[config.mk]
export PLATFORM = sky130hd
export DESIGN_NAME = inv_bist
export DESIGN_NICKNAME = d
export VERILOG_FILES = /design/src/rtl/inv_bist.sv
export SDC_FILE = /design/constraint.sdc
export NUM_CORES = 1
export LEC_CHECK = 0
export CORE_MARGIN = 1.5
export CORE_UTILIZATION = 44
export CTS_CLUSTER_DIAMETER = 120
export DETAILED_ROUTE_END_ITERATION = 10
export GPL_TIMING_DRIVEN = 0
export HOLD_SLACK_MARGIN = 0.08
export PLACE_DENSITY = 0.72
export SYNTH_ARGS = -nofsm -noshare
export SYNTH_HDL_FRONTEND = slang
export SYNTH_SLANG_ARGS = --single-unit
[constraint.sdc]
create_clock -name clk -period 1.6 [get_ports clk]
set_input_delay 0.16 -clock clk [delete_from_list [all_inputs] [get_ports clk]]
set_output_delay 0.16 -clock clk [all_outputs]
set_load 0.02 [all_outputs]
[src/rtl/inv_bist.sv]
// inv_bist: sweeps every N-bit stimulus vector, checks the response against x ^ MASK,
// and reports the mismatch count, the first failing vector and an overall pass flag.
module inv_bist #(
    parameter int             N      = 4,
    parameter logic [N-1:0]   MASK   = 4'b0101,
    parameter int             SETTLE = 2
) (
    input  logic         clk,
    input  logic         rst_n,
    input  logic         start,
    input  logic         abort,
    input  logic [N-1:0] y_in,
    output logic [N-1:0] x_out,
    output logic         busy,
    output logic         done,
    output logic         pass,
    output logic [N:0]   fail_count,
    output logic [N-1:0] first_fail_vec,
    output logic         first_fail_valid
);
    typedef enum logic [2:0] {IDLE, DRIVE, WAIT, CHECK, DONE} state_t;
    localparam logic [3:0] WAIT_LAST = 4'(SETTLE == 0 ? 0 : SETTLE - 1);
    state_t     state, state_nx;
    logic [3:0] wcnt;
    logic       last, mism, accept;
    assign last   = &x_out;
    assign mism   = y_in != (x_out ^ MASK);
    assign accept = state == IDLE && start && !abort;
    assign busy   = state != IDLE;
    assign done   = state == DONE && !abort;
    always_comb begin
        state_nx = state;
        if (state != IDLE && abort)
            state_nx = IDLE;
        else
            case (state)
                IDLE:    state_nx = accept ? DRIVE : IDLE;
                DRIVE:   state_nx = SETTLE == 0 ? CHECK : WAIT;
                WAIT:    state_nx = wcnt == WAIT_LAST ? CHECK : WAIT;
                CHECK:   state_nx = last ? DONE : DRIVE;
                default: state_nx = IDLE;
            endcase
    end
    always_ff @(posedge clk or negedge rst_n) begin
        if (!rst_n) begin
            state            <= IDLE;
            wcnt             <= '0;
            x_out            <= '0;
            pass             <= 1'b0;
            fail_count       <= '0;
            first_fail_vec   <= '0;
            first_fail_valid <= 1'b0;
        end else begin
            state <= state_nx;
            wcnt  <= state == WAIT ? wcnt + 4'd1 : '0;
            if (accept) begin
                x_out            <= '0;
                fail_count       <= '0;
                first_fail_valid <= 1'b0;
                pass             <= 1'b0;
            end
            // an abort cancels whatever the current cycle would have recorded
            if (state != IDLE && abort)
                pass <= 1'b0;
            else begin
                if (state == CHECK && mism) begin
                    fail_count <= fail_count + 1'b1;
                    if (!first_fail_valid) begin
                        first_fail_vec   <= x_out;
                        first_fail_valid <= 1'b1;
                    end
                end
                if (state == CHECK && !last)
                    x_out <= x_out + 1'b1;
                if (state == DONE)
                    pass <= fail_count == '0;
            end
        end
    end
endmodule

# [After elaboration in Yosys (flattened, before gate mapping)]
# Cells that the tools add are included.
[op_classes] n_addsub=3 n_eq_ne=6 muxes=19 bitwise_logic=3 n_reduce_logical=14
[ops] op="$mux W4" n=4
[ops] op="$mux W5" n=3
[ops] op="$pmux W3 S4" n=1
[ops] op="$mux W1" n=9
[ops] op="$add A4 B1 Y4 const B" n=2
[ops] op="$eq A3 B2 Y1 const B" n=2
[ops] op="$logic_and A1 B1 Y1" n=6
[ops] op="$mux W3" n=2
[ops] op="$reduce_bool A3 Y1" n=2
[ops] op="$add A5 B1 Y5 const B" n=1
[ops] op="$logic_not A5 Y1" n=1
[ops] op="$eq A4 B1 Y1 const B" n=1
[ops] op="$ne A4 B4 Y1" n=1
[ops] op="$reduce_and A4 Y1" n=1
[ops] op="$eq A3 B1 Y1 const B" n=1
[ops] op="$eq A3 B3 Y1 const B" n=1
[ops] op="$logic_not A3 Y1" n=1
[ops] op="$reduce_and A3 Y1" n=1
[ops] op="$logic_not A1 Y1" n=2
[ops] op="$not A1 Y1" n=2
[ops] op="$not A2 Y2" n=1
[totals] register_bits=22 input_bits=8 out_inout_bits=17 wordCells=52

# [Depth between registers and ports, before layout]
[logic_depth] depth_word=7 depth_mapped=5 mapped_depth_nobuf=5

# [Worst setup path after synthesis]
# Ideal clock, no wire load.
[synth_timing] path_type="reg-to-reg" startpoint="register state[2]" endpoint="register state[0]" setup_ns=0.096 t_arrival_ns=1.600 required_time_ns=1.504 slack_ns=-0.096 stages_incl_launch_ff=5 path_buffers=1 period_less_slack_ns=1.696 cell_sequence="dfrtp_1 -> buf_6 -> or3b_4 -> or4b_4 -> a311oi_2"
[synth_between] elab_chain_len=6 elab_cells_between_ends=11 classes_between="eq/ne: 3; mux: 3; reduce/logical: 5"
[synth_rtl] item="start, declared" line="23" text="state_t state, state_nx;"
[synth_rtl] item="start signal, assigned" line="54" text="state <= state_nx;"
[synth_rtl] item="$logic_not A3 Y1" line="28, 36"
[synth_rtl] item="$logic_and A1 B1 Y1 (2 in a row)" line="28" text="assign accept = state == IDLE && start && !abort;"
[synth_rtl] item="$mux W1" line="37" text="IDLE: state_nx = accept ? DRIVE : IDLE;"
[synth_rtl] item="$pmux W3 S4" line="36" text="case (state)"
[synth_rtl] item="$mux W3 *" line="33" text="if (state != IDLE && abort)"
[synth_rtl] item="named net state_nx[0]" line="23"
# The timed path passes the listed nets; every way through them passes the cells marked *.
# A chain may end at the register's enable or synchronous reset.

# [Worst setup path in the final report]
# Same ends and word-level chain as after synthesis.

==> out/metrics.yaml <==
power_mw: 1.67
antenna_found_initial: 0
cp.arrival_ns: 1.96
synth_nets: 118
setup_ws_ns: -0.154
placed_cells: 159
diodes: 0
detail_route.wl_per_cell_um: 15.3
ir_worst_vdd_uv: 823
cpPeakStageDelay_ns: 0.48
layout_common_cells: "18 x dfrtp_1, 15 x buf_4, 14 x clkdlybuf4s50_1"
crit_slowest_cell: "or4b_4"
finClkSkew_ns: 0.00856
ys_top_cells_by_area: "dfrtp_1 48%, ha_1 5.4%, nand3_1 3.1%"
cts_buffer_depth: 2
synth.cell_area_um2: 1150
grt_overflow: 0
stdcell_area_um2: 1700
ios: 25
r2r_slack_ns: -0.15
core-area_um2: 2480
fill_cells: 196
yosys_register_bits: 22
place_congestion: 0.720
viasPerCell: 5.75
fin_crit_ns: 1.75
synth_cell_type_count: 38
cp_cell_sequence: "buf_6 > or3b_4 > or4b_4 > a311oi_2"
grt_pass1_vias: 886
drt.antenna.violating_nets: 0
drive_gt1_share_pct: 34.0
yosysTopAreaCellShare_pct: 47.9
r2r_cells: 4
numClockSinks: 22
ys_warn_count: 0
nets: 161
synth_area_leader_cell: "dfrtp_1"
numCtsBuffers: 3
drv_cap: 0
syn_avg_cell_area_um2: 10.9
async_reset_ff_share_pct: 100
rows: 18
grt_pass1_wl_mm: 4.00
synth_edf_count: 0
die_w_um: 54.1
io_buffers: 24
stdcell_count: 177
r2r_start: "state[2]$_DFF_PN0_"
power_density_nw_per_um2: 983
dr.pass1.iters: 4
area_delta_synth_final_pct: 47.6
grt_start_max_net_pins: 23
reg2reg_to: "state[0]$_DFF_PN0_"
drc: 0
clk_latency_ns: 0.31
cts_tree: "yes"
mostFrequentLayoutCell: "dfrtp_1"
endpoint_kind: "flip-flop"
power.leakage_nw: 0.881
synthCells: 105
drv_slew: 0
crit_fanout: 3
clkSlewWorstSetupHoldPaths_ns: 0.13
die_area_um2: 2930
wirelength_mm: 2.70
rsz0062_at_grt: "yes"
fp.dieH_um: 54.1
slew_headroom_pct: 33.7
cts_max_level: 1
required_ns: 1.80
hpwl_mm: 1.67
hold_viol_final: 0
synth_ff_type: "dfrtp_1"
setup.worst_path.start: "state[2]$_DFF_PN0_"
path_class: "reg2reg"
routed-via-count: 1017
start_kind: "flip-flop"
max_freq_mhz: 570
seq_area_frac_synth_pct: 47.9
track_usage_pct: 19.1
hp-class: "in2async"
violations: "negative setup slack"
status: "finished, violations left"
place_area_um2: 1430
setup_viol: 6
cts_root_buffer: "clkbuf_4"
drtIter0Drc: 13
start_util_pct: 46.4
worstMarginPinSlew_ns: 0.991
finalCritPeriodShare_pct: 110
-- metal layers --
metal,routed length (um),share of wire [%],global-route usage (%),up-vias
met4,37,1.4,5.83,0
met2,1320,49,30.5,36
li1,-,-,-,468
met1,1180,44,25.9,509
met3,167,6.2,4.17,4
met5,0,0,0,-
-- metrics by stage --
stage,utilization (%),hold WS (ns),setup TNS (ns),worst slack [ns]
CTS,62.9,0.421,-0.189,-0.184
global route,68.4,0.461,-0.900,-0.188
finish,68.4,0.387,-0.532,-0.154
detailed placement,57.9,0.476,-2.24,-0.430
floorplan,-,-0.136,-0.0956,-0.0956
global placement,57.9,0.471,-2.12,-0.363
-- worst max-delay path, delay by kind of cell, from the launching register on --
family | cells | cell delay [ns]
simple gates | 2 | 0.84
flops | 1 | 0.41
compound gates | 1 | 0.27
buf+inv | 1 | 0.12
-- state kept, by name, indices dropped and copies added, names as in the netlist --
register	count
state	3
pass	1
x_out	4
first_fail_vec	4
wcnt	4
first_fail_valid	1
fail_count	5
-- report_power, final --
part	internal (mW)	total (mW)	switching (mW)
combinational	0.282	0.553	0.271
clock	0.253	0.425	0.172
sequential	0.615	0.687	0.0726
total	1.15	1.67	0.516
-- area by class of cell --
class                   count  area (um^2)  area share, %
multi-input cells          76          641           37.8
flip-flops and latches     22          556           32.8
repair buffers             39          372           21.9
well taps                  30         37.5           2.21
clock inverters             1         30.0           1.77
clock buffers               3         22.5           1.33
plain buffers               2         22.5           1.33
inverters                   4         15.0          0.886
-- how the worst max path moves through the flow --
stage / endpoint / slack, ns
floorplan: state[0]$_DFF_PN0_ / -0.1
global placement: done / -0.36
detailed placement: done / -0.43
CTS: state[0]$_DFF_PN0_ / -0.18
global route: state[0]$_DFF_PN0_ / -0.19
finish: state[0]$_DFF_PN0_ / -0.15
-- logic make-up (layout without fill, tap and decap cells) --
logic type | after synthesis | after routing | share of synthesized area, %
buffers and inverters | 7 | 49 | 3.38
DFF | 22 | 22 | 47.9
muxes | 5 | 5 | 4.90
adders and majority gates | 5 | 5 | 5.45
xor gates and xnor gates | 7 | 7 | 5.34
and+or+nand+nor | 40 | 40 | 21.0
AOI/OAI and AO/OA | 19 | 19 | 12.0
-- repair_timing --
action / CTS / global route
buffers inserted: 9 / 6
resized for setup: 17 / 24
hold buffers: 0 / 0
setup endpoints to repair: 9 / 18
pin swaps: 3 / 8
-- cells in the mapped netlist (all sizes together), types with 2 or more instances --
library cell,number
xor2,3
nand2,5
buf,3
o21ai,4
nor3,4
ha,5
o2bb2ai,2
nor3b,2
nor2,9
nand4,2
a21oi,5
inv,4
mux2,5
nand3,7
dfrtp,22
nor4b,2
xnor2,4
(Power assumes the default switching activity.)
